File: src/rtl/omsp_sha512_hash_reader_if.sv
// Bus between the SHA-512 hash reader and its surroundings: padder read port,
// halfword readout port and expected-digest compare stream.
interface omsp_sha512_hash_reader_if;
    logic        start;
    logic        abort;
    logic        pad_busy;
    logic [1:0]  pad_cmd;
    logic [31:0] pad_hash;
    logic [4:0]  rd_addr;
    logic [15:0] rd_data;
    logic        exp_valid;
    logic [15:0] exp_data;
    logic        busy;
    logic        hash_valid;
    logic        done;
    logic        cmp_done;
    logic        match;

    modport slave (
        input  start, abort, pad_busy, pad_hash, rd_addr, exp_valid, exp_data,
        output pad_cmd, rd_data, busy, hash_valid, done, cmp_done, match
    );

    modport master (
        output start, abort, pad_busy, pad_hash, rd_addr, exp_valid, exp_data,
        input  pad_cmd, rd_data, busy, hash_valid, done, cmp_done, match
    );
endinterface

File: src/rtl/omsp_sha512_hash_reader.sv
// Reads the 512-bit digest out of the SHA-512 padder into a local buffer,
// serves it as 16-bit halfwords and optionally compares it to an expected value.
module omsp_sha512_hash_reader #(
    parameter int READ_LATENCY = 3,
    parameter int CMP_WORDS    = 32
) (
    input  logic clk,
    input  logic rst,
    omsp_sha512_hash_reader_if.slave bus
);
    localparam int LAT_W = (READ_LATENCY > 1) ? $clog2(READ_LATENCY) : 1;

    typedef enum logic [2:0] {
        S_IDLE, S_WAIT_BUSY, S_CMD, S_LAT, S_CAPTURE, S_READY
    } state_t;

    state_t            r_state;
    logic [15:0][31:0] r_words;
    logic [LAT_W-1:0]  r_lat_cnt;
    logic [3:0]        r_widx;
    logic [5:0]        r_cidx;
    logic              r_mismatch;
    logic [1:0]        r_pad_cmd;
    logic [15:0]       r_rd_data;
    logic              r_busy;
    logic              r_hash_valid;
    logic              r_done;
    logic              r_cmp_done;
    logic              r_match;

    logic [15:0]       w_rd_hw;
    logic [15:0]       w_cmp_hw;
    logic              w_neq;

    // Word k holds H(k); its upper half is the even halfword.
    always_comb begin
        w_rd_hw  = bus.rd_addr[0] ? r_words[bus.rd_addr[4:1]][15:0]
                                  : r_words[bus.rd_addr[4:1]][31:16];
        w_cmp_hw = r_cidx[0] ? r_words[r_cidx[4:1]][15:0]
                             : r_words[r_cidx[4:1]][31:16];
        w_neq    = (bus.exp_data != w_cmp_hw);
    end

    always_ff @(posedge clk) begin
        if (rst) begin
            r_state      <= S_IDLE;
            r_words      <= '0;
            r_lat_cnt    <= '0;
            r_widx       <= '0;
            r_cidx       <= '0;
            r_mismatch   <= 1'b0;
            r_pad_cmd    <= 2'b00;
            r_rd_data    <= '0;
            r_busy       <= 1'b0;
            r_hash_valid <= 1'b0;
            r_done       <= 1'b0;
            r_cmp_done   <= 1'b0;
            r_match      <= 1'b0;
        end else begin
            r_rd_data <= w_rd_hw;
            r_done    <= 1'b0;
            r_pad_cmd <= 2'b00;
            if (bus.abort) begin
                // Buffer is deliberately kept; only status is dropped.
                r_state      <= S_IDLE;
                r_busy       <= 1'b0;
                r_hash_valid <= 1'b0;
                r_cmp_done   <= 1'b0;
                r_match      <= 1'b0;
                r_mismatch   <= 1'b0;
                r_cidx       <= '0;
            end else begin
                case (r_state)
                    S_IDLE, S_READY: begin
                        if (bus.start) begin
                            r_state      <= S_WAIT_BUSY;
                            r_busy       <= 1'b1;
                            r_words      <= '0;
                            r_hash_valid <= 1'b0;
                            r_cmp_done   <= 1'b0;
                            r_match      <= 1'b0;
                            r_mismatch   <= 1'b0;
                            r_lat_cnt    <= '0;
                            r_widx       <= '0;
                            r_cidx       <= '0;
                        end else if (r_state == S_READY && !r_cmp_done && bus.exp_valid) begin
                            r_mismatch <= r_mismatch | w_neq;
                            r_cidx     <= r_cidx + 6'd1;
                            if (r_cidx == 6'(CMP_WORDS - 1)) begin
                                r_cmp_done <= 1'b1;
                                r_match    <= !(r_mismatch | w_neq);
                            end
                        end
                    end
                    S_WAIT_BUSY: begin
                        if (!bus.pad_busy) begin
                            r_state   <= S_CMD;
                            r_pad_cmd <= 2'b01;
                        end
                    end
                    S_CMD: begin
                        r_state   <= S_LAT;
                        r_lat_cnt <= '0;
                    end
                    S_LAT: begin
                        if (r_lat_cnt == LAT_W'(READ_LATENCY - 1)) begin
                            r_state <= S_CAPTURE;
                            r_widx  <= '0;
                        end else begin
                            r_lat_cnt <= r_lat_cnt + 1'b1;
                        end
                    end
                    S_CAPTURE: begin
                        r_words[r_widx] <= bus.pad_hash;
                        r_widx          <= r_widx + 4'd1;
                        if (r_widx == 4'd15) begin
                            r_state      <= S_READY;
                            r_busy       <= 1'b0;
                            r_hash_valid <= 1'b1;
                            r_done       <= 1'b1;
                        end
                    end
                    default: r_state <= S_IDLE;
                endcase
            end
        end
    end

    assign bus.pad_cmd    = r_pad_cmd;
    assign bus.rd_data    = r_rd_data;
    assign bus.busy       = r_busy;
    assign bus.hash_valid = r_hash_valid;
    assign bus.done       = r_done;
    assign bus.cmp_done   = r_cmp_done;
    assign bus.match      = r_match;
endmodule

File: src/flat_wrapper.sv
// flat-port wrapper written by rule: the top's interface ports become plain ports
module omsp_sha512_hash_reader_flat 
#(
    parameter int READ_LATENCY = 3,
    parameter int CMP_WORDS    = 32
)
  (clk, rst, bus_start, bus_abort, bus_pad_busy, bus_pad_hash, bus_rd_addr, bus_exp_valid, bus_exp_data, bus_pad_cmd, bus_rd_data, bus_busy, bus_hash_valid, bus_done, bus_cmp_done, bus_match);
  omsp_sha512_hash_reader_if bus_i ();
  input  logic clk;
  input  logic rst;
  input wire logic [$bits(bus_i.start)-1:0] bus_start;
  input wire logic [$bits(bus_i.abort)-1:0] bus_abort;
  input wire logic [$bits(bus_i.pad_busy)-1:0] bus_pad_busy;
  input wire logic [$bits(bus_i.pad_hash)-1:0] bus_pad_hash;
  input wire logic [$bits(bus_i.rd_addr)-1:0] bus_rd_addr;
  input wire logic [$bits(bus_i.exp_valid)-1:0] bus_exp_valid;
  input wire logic [$bits(bus_i.exp_data)-1:0] bus_exp_data;
  output wire logic [$bits(bus_i.pad_cmd)-1:0] bus_pad_cmd;
  output wire logic [$bits(bus_i.rd_data)-1:0] bus_rd_data;
  output wire logic [$bits(bus_i.busy)-1:0] bus_busy;
  output wire logic [$bits(bus_i.hash_valid)-1:0] bus_hash_valid;
  output wire logic [$bits(bus_i.done)-1:0] bus_done;
  output wire logic [$bits(bus_i.cmp_done)-1:0] bus_cmp_done;
  output wire logic [$bits(bus_i.match)-1:0] bus_match;
  assign bus_i.start = bus_start;
  assign bus_i.abort = bus_abort;
  assign bus_i.pad_busy = bus_pad_busy;
  assign bus_i.pad_hash = bus_pad_hash;
  assign bus_i.rd_addr = bus_rd_addr;
  assign bus_i.exp_valid = bus_exp_valid;
  assign bus_i.exp_data = bus_exp_data;
  assign bus_pad_cmd = bus_i.pad_cmd;
  assign bus_rd_data = bus_i.rd_data;
  assign bus_busy = bus_i.busy;
  assign bus_hash_valid = bus_i.hash_valid;
  assign bus_done = bus_i.done;
  assign bus_cmp_done = bus_i.cmp_done;
  assign bus_match = bus_i.match;
  omsp_sha512_hash_reader #(.READ_LATENCY(READ_LATENCY), .CMP_WORDS(CMP_WORDS)) u_core (.clk(clk), .rst(rst), .bus(bus_i));
endmodule
File: config.mk
export PLATFORM = sky130hd
export DESIGN_NAME = omsp_sha512_hash_reader_flat
export DESIGN_NICKNAME = d
export VERILOG_FILES = /design/src/rtl/omsp_sha512_hash_reader_if.sv /design/src/rtl/omsp_sha512_hash_reader.sv /design/src/flat_wrapper.sv
export SDC_FILE = /design/constraint.sdc
export NUM_CORES = 1
export LEC_CHECK = 0
export BUFFER_PORTS_ARGS = -buffer_cell sky130_fd_sc_hd__buf_2
export CORE_ASPECT_RATIO = 0.6
export CORE_MARGIN = 5
export CORE_UTILIZATION = 40
export CTS_CLUSTER_SIZE = 10
export DETAILED_ROUTE_END_ITERATION = 16
export PLACE_DENSITY = 0.62
export SLEW_MARGIN = 20
export SYNTH_ARGS = -nofsm -noshare
export SYNTH_HDL_FRONTEND = slang
export SYNTH_SLANG_ARGS = --single-unit
File: constraint.sdc
create_clock -name clk -period 6.35 [get_ports clk]
set_input_delay 0.635 -clock clk [delete_from_list [all_inputs] [get_ports clk]]
set_output_delay 0.635 -clock clk [all_outputs]
set_load 0.02 [all_outputs]
; ---- Word-level counts from Yosys, hierarchy flattened
; Index checks and enable logic that the tools add are counted.
[totals]
inputBits = 59
reg_bits = 551
output_inout_bits = 23
[classes]
n_bitwise = 4
add_sub_neg = 3
magnitude_cmp = 4
muxes = 40
eq_ne = 14
reduce_logical = 22
[op_table]
columns = operator, count
row1 = one-hot mux 512 bit (2 select lines), 1
row2 = bitwise mux 512 bit, 1
row3 = two-way mux 512 bit, 1
row4 = binary-select mux 32 bit (select 4 bit), 2
row5 = demux 32 bit (select 4 bit), 1
row6 = two-way mux 32 bit, 3
row7 = two-way mux 16 bit, 2
row8 = inequality test 16 bit, 1
row9 = less-than comparator 4 x 5 -> 1 bit (second input constant), 3
row10 = one-hot mux 3 bit (5 select lines), 1
row11 = two-way mux 1 bit, 14
row12 = two-way mux 3 bit, 4
row13 = two-way mux 6 bit, 2
row14 = one-hot mux 4 bit (3 select lines), 1
row15 = AND reduction 4 bit, 3
row16 = AND reduction 3 bit, 3
row17 = two-way mux 4 bit, 2
row18 = adder 6 x 1 -> 6 bit (second input constant), 1
row19 = equality test 3 x 2 -> 1 bit (second input constant), 2
row20 = equality test 3 bit (second input constant), 2
row21 = equality test 6 x 5 -> 1 bit (second input constant), 1
row22 = inequality test 2 bit (second input constant), 3
row23 = one-hot mux 2 bit (3 select lines), 1
row24 = nonzero test 2 bit, 3
row25 = other kinds (18), 29

; ---- Logic depth before layout (Yosys ltp)
[depth]
word_depth = 9
depth_mapped = 13
ltp_nobuf = 8

; ---- Worst setup path before layout
; No wires, ideal clock.
[synth_path]
kind = input port to flip-flop
startpoint = in bus_rd_addr[1]
endpoint = reg u_core.r_rd_data[15], in the netlist u_core.bus.rd_data[15]
path_slack_ns = 3.395
path_buffers = 3
cell_stages = 7
t_required_ns = 6.222
arrival_ns = 2.828
path_cell_list = clkbuf_1 clkbuf_1 clkbuf_1 mux4_2 mux4_2 mux2i_1 nor2_1
[synth_between]
elab_chain_len = 3
[synth_lines]
columns = item, line_no
row1 = start: declaration, flat_wrapper.sv:15  ; input wire logic [$bits(bus_i.rd_addr)-1:0] bus_rd_addr;
row2 = binary-select mux 32 bit (select 4 bit), "omsp_sha512_hash_reader.sv:37, omsp_sha512_hash_reader.sv:38"
row3 = two-way mux 32 bit (not written as such), omsp_sha512_hash_reader.sv:37  ; w_rd_hw = bus.rd_addr[0] ? r_words[bus.rd_addr[4:1]][15:0]
row4 = two-way mux 16 bit, omsp_sha512_hash_reader.sv:37
row5 = end signal: assignment, omsp_sha512_hash_reader.sv:60  ; r_rd_data <= w_rd_hw;
row6 = end: declaration, omsp_sha512_hash_reader.sv:24  ; logic [15:0] r_rd_data;
; Every way passes these cells. The select of a mux whose other input is x is not followed.
; A chain may end at the register's enable or synchronous reset.

; ---- Worst setup path after layout
[layout_path]
startpoint = reg u_core.r_cidx[2]
endpoint = reg u_core.r_match, in the netlist u_core.bus.match
[layout_between]
elab_chain_len = 9
[layout_lines]
columns = item, line_no
row1 = start: declaration, omsp_sha512_hash_reader.sv:21  ; logic [5:0] r_cidx;
row2 = start signal: assignment, omsp_sha512_hash_reader.sv:88  ; r_cidx <= r_cidx + 6'd1;
row3 = binary-select mux 32 bit (select 4 bit), "omsp_sha512_hash_reader.sv:39, omsp_sha512_hash_reader.sv:40"
row4 = two-way mux 32 bit (not written as such), omsp_sha512_hash_reader.sv:39  ; w_cmp_hw = r_cidx[0] ? r_words[r_cidx[4:1]][15:0]
row5 = two-way mux 16 bit, omsp_sha512_hash_reader.sv:39
row6 = inequality test 16 bit, omsp_sha512_hash_reader.sv:41  ; w_neq = (bus.exp_data != w_cmp_hw);
row7 = OR 1 bit, omsp_sha512_hash_reader.sv:91  ; r_match <= !(r_mismatch | w_neq);
row8 = logical NOT 1 bit, omsp_sha512_hash_reader.sv:91
row9 = two-way mux 1 bit, omsp_sha512_hash_reader.sv:89  ; if (r_cidx == 6'(CMP_WORDS - 1)) begin
row10 = two-way mux 1 bit, omsp_sha512_hash_reader.sv:86  ; end else if (r_state == S_READY && !r_cmp_done && bus.exp_valid) begin
row11 = two-way mux 1 bit, omsp_sha512_hash_reader.sv:75  ; if (bus.start) begin
row12 = end signal: assignment, omsp_sha512_hash_reader.sv:91
row13 = end: declaration, omsp_sha512_hash_reader.sv:29  ; logic r_match;
; Parallel ways exist; a longest one is shown, timed or not. The select of a mux whose other input is x is not followed.

==> flow_summary.yaml <==
worst_setup_path:
  worst-path-buf-inv: 1
  cp_top_family: "compound AO/OA/AOI/OAI gates"
  r2r_slack_ns: 2.30
  cp_data_arrival_time_ns: 4.58
  crit_chain: "buf_12 > mux4_4 > o22ai_1 > a211oi_1 > o22ai_2 > xor2_1 > o2111ai_1 > or4_4 > o41ai_2"
  end_kind: "flip-flop"
  critical-path-max-stage-delay_ns: 0.80
  required_ns: 6.88
  start_kind: "flip-flop"
  cp_slowest_cell: "dfxtp_4"
  worstSetupPathType: "flip-flop to flip-flop"
  worstPathMaxFanout: 63
  startpoint: "u_core.r_cidx[2]"
  r2r-start: "u_core.r_cidx[2]"
  critical_path_depth: 9
  ff2ff_path_depth: 9
timing:
  timing.final.ws_setup_ns: 2.300
  worstMarginPinSlew_ns: 1.236
  finalHoldViolCount: 0
  finalCritPeriodShare_pct: 63.78
  setup_tns_ns: 0
  fin_crit_ns: 4.050
  holdWs_ns: 0.2150
  setup_viol: 0
  relSlewSlack_pct: 17.08
  fmax_ghz: 0.2469
  finalMaxSlewViolations: 0
  clock_skew_ns: 0.02535
  rsz0062_at_grt: "false"
global_route:
  grt_pass1_vias: 22550
  grt_pass1_wl_mm: 158.4
  grt_use_total_pct: 28.90
  antenna_found_initial: 7
  grt_overflow: 0
  grt_max_degree: 209
synthesis:
  synth-seq-cells: 550
  synthArstFlopShare_pct: 0
  yosysSeqAreaShare_pct: 40.44
  synth_warnings: 0
  syn-cell-area_sq_um: 27220
  yosys_most_used_dff: "dfxtp_1"
  mappedNetlistNets: 2717
  syn_inst: 2652
  synth_edf_count: 0
  avgSynthCellArea_sq_um: 10.27
  synthDistinctLibCells: 61
clock_network:
  cts_resized: 0
  cts_sinks: 550
  cts_tree: "done"
  cts_buffer_depth: 3
  cts_hold_buf: 0
  cts_setup_buffers: 0
  cts-root-buf: "clkbuf_16"
  numCtsBuffers: 60
  htree_num_levels: 2
  path_clk_slew_ns: 0.07
  insertion_delay_ns: 0.65
detailed_routing:
  drt_wl_total_mm: 111.1
  drt_iter0_markers: 3994
  viasPerCell: 6.988
  drc: 0
  vias: 24010
  drtAntennaViolNets: 0
  drt-pass1-iter-count: 7
  detail_route.wl_per_cell_um: 32.34
power_and_ir_drop:
  cellPowerDensity_nw_per_um2: 234.6
  ir_worst_vdd_mv: 0.2056
  p_leak_nw: 9.739
status:
  status: "finished clean"
placed_design:
  dpl-instance-area_sq_um: 28080
  port_buffers: 80
  place_congestion: 0.8879
  dp_hpwl_mm: 62.34
  preCtsSetupSlack_ns: 2.477
flow_run:
  maxCapViolCount: 0
min_path:
  worstHoldStart: "bus_pad_busy"
  hold_path_depth: 2
  hold_class: "input port to flip-flop"
finish:
  design_area_sq_um: 29650
  drive_gt1_share_pct: 19.69
  utilization_pct: 43.75
  area_delta_synth_final_pct: 8.925
  multiInputGateArea_sq_um: 14970
  regArea_sq_um: 11020
  nFillCells: 6356
  final_nets: 2577
floorplanning:
  start_util_pct: 40.17
  die_h_um: 212.1
  io_pins: 82
  num_rows: 74
  core_sq_um: 67780
  die_w_um: 346.8
  dieArea_sq_um: 73550
==> cell usage after synthesis (7+ instances only) <==
library cell / n / area share (%)
nor2_1: 567 / 7.8
dfxtp_1: 550 / 40
a22oi_1: 522 / 14
clkbuf_1: 265 / 3.7
mux4_2: 238 / 20
mux2i_1: 100 / 3.7
nand2_1: 47 / 0.65
and2_1: 44 / 1.0
a21oi_1: 28 / 0.51
o22ai_1: 23 / 0.53
buf_1: 22 / 0.30
buf_2: 22 / 0.40
o21ai_1: 17 / 0.31
o21ai_0: 16 / 0.29
o221ai_1: 13 / 0.42
buf_4: 12 / 0.33
mux4_1: 12 / 1.2
xnor2_1: 11 / 0.35
inv_1: 9 / 0.12
or3_1: 9 / 0.21
clkbuf_2: 8 / 0.15
nor2b_1: 8 / 0.18
a221oi_1: 7 / 0.23
buf_6: 7 / 0.29
mux2_2: 7 / 0.29
nand3_1: 7 / 0.13
==> cells in the final DEF, fill, tap and decap left out, types with 3 or more instances in the layout <==
cell type / instances
a211o_1: 5
a211oi_1: 4
a21oi_1: 28
a221oi_1: 7
a22oi_1: 522
and2_1: 32
and2_2: 12
and3_2: 4
buf_12: 5
buf_2: 77
buf_4: 50
clkbuf_16: 61
dfxtp_1: 546
diode_2: 10
ha_1: 6
inv_1: 9
mux2_2: 7
mux2i_1: 100
mux4_1: 12
mux4_2: 238
nand2_1: 46
nand3_1: 7
nand4_1: 5
nor2_1: 566
nor2b_1: 8
nor3_1: 5
o2111ai_1: 5
o211ai_1: 3
o21a_1: 3
o21ai_0: 16
o21ai_4: 16
o221ai_1: 13
o22ai_1: 23
or2_2: 3
or3_1: 9
xnor2_1: 11
xor2_1: 4
==> flip-flops by register name (all words and copies together) (netlist names) <==
signal / cells
u_core.r_mismatch: 1
u_core.bus.hash_valid: 1
u_core.bus.done: 1
u_core.r_lat_cnt: 2
u_core.r_widx: 4
u_core.bus.rd_data: 16
u_core.r_words: 512
u_core.bus.busy: 1
u_core.r_state: 3
u_core.bus.pad_cmd: 1
u_core.bus.match: 1
u_core.bus.cmp_done: 1
u_core.r_cidx: 6
==> routing by layer <==
layer	part of all wire [%]	wire length, um	GRT usage [%]
met4	4.4	4872	11.82
met2	40	44790	39.72
met3	16	17400	11.69
met5	0.19	206	0.3827
met1	39	43870	40.35
==> final timing paths <==
check / end
max: u_core.bus.match
min: u_core.bus.pad_cmd[0]
max reg2reg: u_core.bus.match
min reg2reg: u_core.bus.hash_valid
==> worst reg2reg max path: stages, from the launching register on <==
cell and delay [ns]:
dfxtp_4 0.80, buf_12 0.49, mux4_4 0.46, o22ai_1 0.07
a211oi_1 0.71, o22ai_2 0.20, xor2_1 0.23, o2111ai_1 0.14
or4_4 0.56, o41ai_2 0.29
==> layout make-up <==
| cell class | count | area share (%) |
|---|---|---|
| Sequential cell | 550 | 37.16 |
| Tap cell | 912 | 3.848 |
| Multi-Input combinational cell | 1753 | 50.49 |
| Inverter | 12 | 0.1519 |
| Clock buffer | 62 | 5.160 |
| Timing Repair Buffer | 135 | 3.038 |
| Clock inverter | 2 | 0.05907 |
| Antenna cell | 10 | 0.08439 |
==> power by group <==
group	total, mW	internal, mW	switching (mW)
clock	3.09	1.67	1.42
sequential	3.45	3.45	0.00188
combinational	0.409	0.0874	0.322
total	6.96	5.21	1.74
==> cell families after synthesis <==
kind of cell / share of synthesized area, %
AOI/OAI and AO/OA: 17.69
xor gates and xnor gates: 0.4826
adders and majority gates: 0.2758
buffers and inverters: 5.368
DFF: 40.44
muxes: 24.91
other: 0.01377
and+or+nand+nor: 10.82
==> through the flow <==
stage          power [mW]  cells
2_1_floorplan       3.734   2652
3_3_place_gp        3.918   3362
3_5_place_dp        3.919   3362
4_1_cts             6.950   3426
5_1_grt             7.102   3426
6_report            6.957   3436
Power figures use the tool's default switching activity.
